===== config.mk =====
export PLATFORM = sky130hd
export DESIGN_NAME = set_idx_scan_ctrl_flat
export DESIGN_NICKNAME = d
export VERILOG_FILES = /design/src/rtl/set_idx_scan_ctrl_if.sv /design/src/rtl/set_idx_scan_ctrl.sv /design/src/flat_wrapper.sv
export SDC_FILE = /design/constraint.sdc
export NUM_CORES = 2
export LEC_CHECK = 0
export ABC_AREA = 1
export CORE_MARGIN = 3
export CORE_UTILIZATION = 60
export DETAILED_ROUTE_END_ITERATION = 10
export PLACE_DENSITY_LB_ADDON = 0.25
export SYNTH_ARGS = -nofsm -noshare
export SYNTH_HDL_FRONTEND = slang
export SYNTH_SLANG_ARGS = --single-unit

===== constraint.sdc =====
create_clock -name i_clk -period 128.1 [get_ports i_clk]
set_input_delay 38.43 -clock i_clk [delete_from_list [all_inputs] [get_ports i_clk]]
set_output_delay 38.43 -clock i_clk [all_outputs]
set_load 0.02 [all_outputs]

===== src/rtl/set_idx_scan_ctrl_if.sv =====
// Mask-in / index-beat-out bundle for set_idx_scan_ctrl.
// The optional o_total_cnt signal exists only when SCAN_TOTAL_EN is defined.
interface set_idx_scan_ctrl_if;
  // Producer side
  logic         in_valid;
  logic [127:0] in_mask;
  logic         in_ready;
  logic         abort;
  // Consumer side
  logic         out_valid;
  logic         out_ready;
  logic [6:0]   out_idx1;
  logic [6:0]   out_idx2;
  logic [6:0]   out_idx3;
  logic [6:0]   out_idx4;
  logic [2:0]   out_cnt;
  logic         out_last;
  logic [4:0]   beat_num;
  logic         busy;
`ifdef SCAN_TOTAL_EN
  logic [7:0]   total_cnt;
`endif

  // Controller view
  modport slave (
    input  in_valid, in_mask, abort, out_ready,
    output in_ready, out_valid, out_idx1, out_idx2, out_idx3, out_idx4,
           out_cnt, out_last, beat_num, busy
`ifdef SCAN_TOTAL_EN
    , output total_cnt
`endif
  );

  // Producer/consumer view
  modport master (
    output in_valid, in_mask, abort, out_ready,
    input  in_ready, out_valid, out_idx1, out_idx2, out_idx3, out_idx4,
           out_cnt, out_last, beat_num, busy
`ifdef SCAN_TOTAL_EN
    , input total_cnt
`endif
  );
endinterface


===== src/rtl/set_idx_scan_ctrl.sv =====
// set_idx_scan_ctrl: drains every set bit of a 128-bit mask as beats of up to
// four ascending indices. One mask is held at a time; beat fields come only
// from the remaining-bits register, so there is no input-to-output path.
// Optional feature macro: SCAN_TOTAL_EN adds a running handshaken-index count.
module set_idx_scan_ctrl #(
  parameter int unsigned DATA_W = 128,
  parameter int unsigned IDX_W  = 7,
  parameter int unsigned LANES  = 4
) (
  input  logic               i_clk,
  input  logic               i_rst_n,
  set_idx_scan_ctrl_if.slave bus
);

  localparam int unsigned CntW  = $clog2(LANES + 1);
  localparam int unsigned LaneW = $clog2(LANES);
  localparam int unsigned BeatW = $clog2(DATA_W / LANES);

  typedef enum logic [0:0] {StIdle, StScan} state_e;

  state_e              state_q;
  logic [DATA_W-1:0]   rem_q;
  logic [BeatW-1:0]    beat_q;
`ifdef SCAN_TOTAL_EN
  logic [7:0]          total_q;
`endif

  logic [IDX_W-1:0]    lane_idx [LANES];
  logic [CntW-1:0]     lane_cnt;
  logic [DATA_W-1:0]   found_mask;
  logic                scanning;
  logic                last_beat;

  // Four-lane lowest-set-bit finder over the remaining bits.
  always_comb begin
    lane_cnt   = '0;
    found_mask = '0;
    for (int l = 0; l < int'(LANES); l++) begin
      lane_idx[l] = '0;
    end
    for (int i = 0; i < int'(DATA_W); i++) begin
      if (rem_q[i] && (lane_cnt < CntW'(LANES))) begin
        lane_idx[lane_cnt[LaneW-1:0]] = IDX_W'(i);
        found_mask[i]                 = 1'b1;
        lane_cnt                      = lane_cnt + CntW'(1);
      end
    end
  end

  assign scanning  = (state_q == StScan);
  assign last_beat = ((rem_q & ~found_mask) == '0);

  // Scan sequencer: accept, drain on handshake, abort back to idle.
  always_ff @(posedge i_clk or negedge i_rst_n) begin
    if (!i_rst_n) begin
      state_q <= StIdle;
      rem_q   <= '0;
      beat_q  <= '0;
`ifdef SCAN_TOTAL_EN
      total_q <= '0;
`endif
    end else begin
      unique case (state_q)
        StIdle: begin
          // Abort is ignored here; an offered mask is still taken.
          if (bus.in_valid) begin
            rem_q   <= bus.in_mask;
            beat_q  <= '0;
            state_q <= StScan;
`ifdef SCAN_TOTAL_EN
            total_q <= '0;
`endif
          end
        end
        StScan: begin
          // Abort outranks a simultaneous handshake.
          if (bus.abort) begin
            state_q <= StIdle;
            rem_q   <= '0;
            beat_q  <= '0;
          end else if (bus.out_ready) begin
            rem_q  <= rem_q & ~found_mask;
            beat_q <= beat_q + BeatW'(1);
`ifdef SCAN_TOTAL_EN
            total_q <= total_q + 8'(lane_cnt);
`endif
            if (last_beat) begin
              state_q <= StIdle;
            end
          end
        end
        default: state_q <= StIdle;
      endcase
    end
  end

  // Outputs gated by state so idle always shows reset values.
  assign bus.in_ready  = !scanning;
  assign bus.busy      = scanning;
  assign bus.out_valid = scanning;
  assign bus.out_idx1  = scanning ? lane_idx[0] : '0;
  assign bus.out_idx2  = scanning ? lane_idx[1] : '0;
  assign bus.out_idx3  = scanning ? lane_idx[2] : '0;
  assign bus.out_idx4  = scanning ? lane_idx[3] : '0;
  assign bus.out_cnt   = scanning ? lane_cnt : '0;
  assign bus.out_last  = scanning && last_beat;
  assign bus.beat_num  = scanning ? beat_q : '0;
`ifdef SCAN_TOTAL_EN
  assign bus.total_cnt = total_q;
`endif

endmodule

===== src/flat_wrapper.sv =====
// flat-port wrapper written by rule: the top's interface ports become plain ports
module set_idx_scan_ctrl_flat 
#(
  parameter int unsigned DATA_W = 128,
  parameter int unsigned IDX_W  = 7,
  parameter int unsigned LANES  = 4
)
  (i_clk, i_rst_n, bus_in_valid, bus_in_mask, bus_abort, bus_out_ready, bus_in_ready, bus_out_valid, bus_out_idx1, bus_out_idx2, bus_out_idx3, bus_out_idx4, bus_out_cnt, bus_out_last, bus_beat_num, bus_busy);
  set_idx_scan_ctrl_if bus_i ();
  input  logic i_clk;
  input  logic i_rst_n;
  input wire logic [$bits(bus_i.in_valid)-1:0] bus_in_valid;
  input wire logic [$bits(bus_i.in_mask)-1:0] bus_in_mask;
  input wire logic [$bits(bus_i.abort)-1:0] bus_abort;
  input wire logic [$bits(bus_i.out_ready)-1:0] bus_out_ready;
  output wire logic [$bits(bus_i.in_ready)-1:0] bus_in_ready;
  output wire logic [$bits(bus_i.out_valid)-1:0] bus_out_valid;
  output wire logic [$bits(bus_i.out_idx1)-1:0] bus_out_idx1;
  output wire logic [$bits(bus_i.out_idx2)-1:0] bus_out_idx2;
  output wire logic [$bits(bus_i.out_idx3)-1:0] bus_out_idx3;
  output wire logic [$bits(bus_i.out_idx4)-1:0] bus_out_idx4;
  output wire logic [$bits(bus_i.out_cnt)-1:0] bus_out_cnt;
  output wire logic [$bits(bus_i.out_last)-1:0] bus_out_last;
  output wire logic [$bits(bus_i.beat_num)-1:0] bus_beat_num;
  output wire logic [$bits(bus_i.busy)-1:0] bus_busy;
  assign bus_i.in_valid = bus_in_valid;
  assign bus_i.in_mask = bus_in_mask;
  assign bus_i.abort = bus_abort;
  assign bus_i.out_ready = bus_out_ready;
  assign bus_in_ready = bus_i.in_ready;
  assign bus_out_valid = bus_i.out_valid;
  assign bus_out_idx1 = bus_i.out_idx1;
  assign bus_out_idx2 = bus_i.out_idx2;
  assign bus_out_idx3 = bus_i.out_idx3;
  assign bus_out_idx4 = bus_i.out_idx4;
  assign bus_out_cnt = bus_i.out_cnt;
  assign bus_out_last = bus_i.out_last;
  assign bus_beat_num = bus_i.beat_num;
  assign bus_busy = bus_i.busy;
  set_idx_scan_ctrl #(.DATA_W(DATA_W), .IDX_W(IDX_W), .LANES(LANES)) u_core (.i_clk(i_clk), .i_rst_n(i_rst_n), .bus(bus_i));
endmodule

==> results.cfg <==
[timing]
post-route-min-period_ns = 116.06
rsz0062_at_grt = false
worstMarginPinSlew_ns = 1.17
finalHoldViolations = 0
post-route-period-util_pct = 90.6
drv_slew = 0
setup_tns_ns = 0
finalSetupViolCount = 0
finalClockSkew_ns = 0.0208
fmax_mhz = 8.62
relSlewSlack_pct = 21.8

[hold_path]
hold_class = reg2reg
min_to = u_core.rem_q[99]
worstHoldStart = u_core.rem_q[99]
hold_depth = 2

[yosys]
synth_top_area_share_pct = 19.4
ys_types = 76
yosysMostFrequentCell = nand2_1
synth-edff-count = 0
synth_area_um2 = 31200
synth_flop_cell = dfrtp_1
ys_seq_area_share_pct = 10.7
postSynthAreaPerCell_um2 = 6.07
ys_warn_count = 0
synth-seq-cells = 134
yosys.area.top_type = ha_1
async_reset_ff_share_pct = 100
yosys-top-cells-area = ha_1 19%, nand2_1 15%, dfrtp_1 11%
syn_nets = 5760
syn_inst = 5141
ys_top_cells_by_count = 1247 x nand2_1, 869 x inv_1, 570 x nand3_1

[global_route]
grt_use_total_pct = 34.4
grt_pass1_vias = 30900
overflow = 0
antenna_found_initial = 1
grt_pass1_wl_um = 154000
grt_max_degree = 99

[critical_path]
worstSetupStartpointType = flip-flop
cp_slowest_cell = clkdlybuf4s50_1
path_max_fanout = 12
required_ns = 89.67
reg2reg_to = u_core.bus.busy
ff2ff_setup_slack_ns = 52.15
r2r_start = u_core.rem_q[2]
reg2reg_depth = 425
cp_data_arrival_time_ns = 77.63
max_stage_delay_ns = 0.70
crit_type = reg2out
crit_top_cell = inv_1
end_kind = output port

[drt]
avgRoutedWirePerCell_um = 16.0
drt_iter0_drc = 2995
drc = 0
dr.pass1.iters = 7
wirelength_um = 95200
dr_total_vias = 33500
viasPerCell = 5.62
ant_nets = 0

[job]
max-cap-violations = 0

[place]
portBuffers = 172
globalplace.congestion = 0.999
place_hpwl_um = 78800

[clocking]
clk_pin_slew_worst_paths_ns = 0.08
cts_buffers = 17
cts_hold_buf = 0
clock_path_buffers = 2
cts_tree = done
cts.sinks = 134
clk_latency_ns = 0.52
cts_resized = 0
cts-root-buf = clkbuf_16
cts_setup_buffers = 0
h-tree-depth = 4

[die]
num_io_pins = 173
core_area_um2 = 50800
rows = 82
die_w_um = 234
start_util_pct = 61.5
die_h_um = 234
die_area_um2 = 54800

[outcome]
outcome = finished clean

[finish]
layout-drive-gt1-share_pct = 10.6
regArea_um2 = 3350
area_growth_syn_to_layout_pct = 9.37
fillerInstances = 4815
num-nets-final = 5893
multi_input_area_um2 = 23900
diodes = 0
==> sequential cells by signal, indices dropped and copies added, names as in the netlist <==
| register | count |
|---|---|
| u_core.beat_q | 5 |
| u_core.bus.busy | 1 |
| u_core.rem_q | 128 |
==> cell families (layout without fill, tap and decap cells) <==
logic type | Yosys count | after routing | synth area share, %
xor+xnor | 3 | 3 | 0.0842
flops | 134 | 134 | 10.7
compound gates | 786 | 786 | 16.3
fa+ha+maj | 486 | 486 | 19.5
buf+inv | 1004 | 1150 | 12.7
simple gates | 2728 | 2728 | 40.6
==> critical path, delay by kind of cell (launching register included) <==
kind | cells | cell delay, ns
fa+ha+maj | 85 | 22.03
flops | 1 | 0.47
buf+inv | 111 | 12.27
compound gates | 61 | 14.31
simple gates | 170 | 28.01
==> worst max path at each step <==
stage / to / slack, ns / from / cells after the start
after floorplan: bus_out_idx2[0] / 23.18 / u_core.rem_q[2] / 419
after global placement: bus_out_idx1[5] / 15.54 / u_core.rem_q[2] / 424
after detailed placement: bus_out_idx4[1] / 13.63 / u_core.rem_q[0] / 426
after CTS: bus_out_idx4[1] / 12.77 / u_core.rem_q[0] / 426
after global routing: bus_out_idx1[5] / 4.35 / u_core.rem_q[0] / 428
final: bus_out_idx4[1] / 12.04 / u_core.rem_q[2] / 427
==> metal layers <==
metal  share of wire (%)  track usage [%]
met1                  45             46.9
met2                  45             57.0
met3                 6.9             4.13
met4                 2.7             9.98
met5                   0                0
==> layout make-up <==
cell class | instances | area share (%)
multi-input combinational | 4003 | 70.1
inverter | 936 | 10.7
sequential | 134 | 9.82
timing repair buffer | 182 | 5.27
tap | 672 | 2.46
clock buffer | 17 | 1.25
clock inverter | 15 | 0.440
==> cells in the final DEF, fill, tap and decap left out, drive strengths merged, types with 17 or more instances in the layout <==
cell type and n:
nor4 33, a21oi 243, o21ai 330, nand4 63, nand2 1400, o22ai 33
or2 61, nor3 43, dfrtp 134, ha 485, o2111ai 17, clkbuf 17
nor2 460, o211ai 32, clkdlybuf4s50 171, a31oi 57, inv 931, nand3 658
==> per-stage QoR <==
| stage | utilization, % | setup slack, ns | cell area [um^2] | hold slack (ns) | std cells |
|---|---|---|---|---|---|
| CTS | 67.2 | 12.77 | 34100 | 0.538 | 5959 |
| global placement | 66.1 | 15.54 | 33600 | 0.512 | 5927 |
| detailed placement | 66.1 | 13.63 | 33600 | 0.522 | 5927 |
| global route | 67.2 | 4.35 | 34100 | 0.581 | 5959 |
| floorplan | - | 23.18 | 31200 | 0.495 | 5141 |
| finish | 67.2 | 12.04 | 34100 | 0.532 | 5959 |
Power is left out: the tool's default activity adds up to more than one toggle a clock period on the data nets, which glitch-free logic cannot reach.
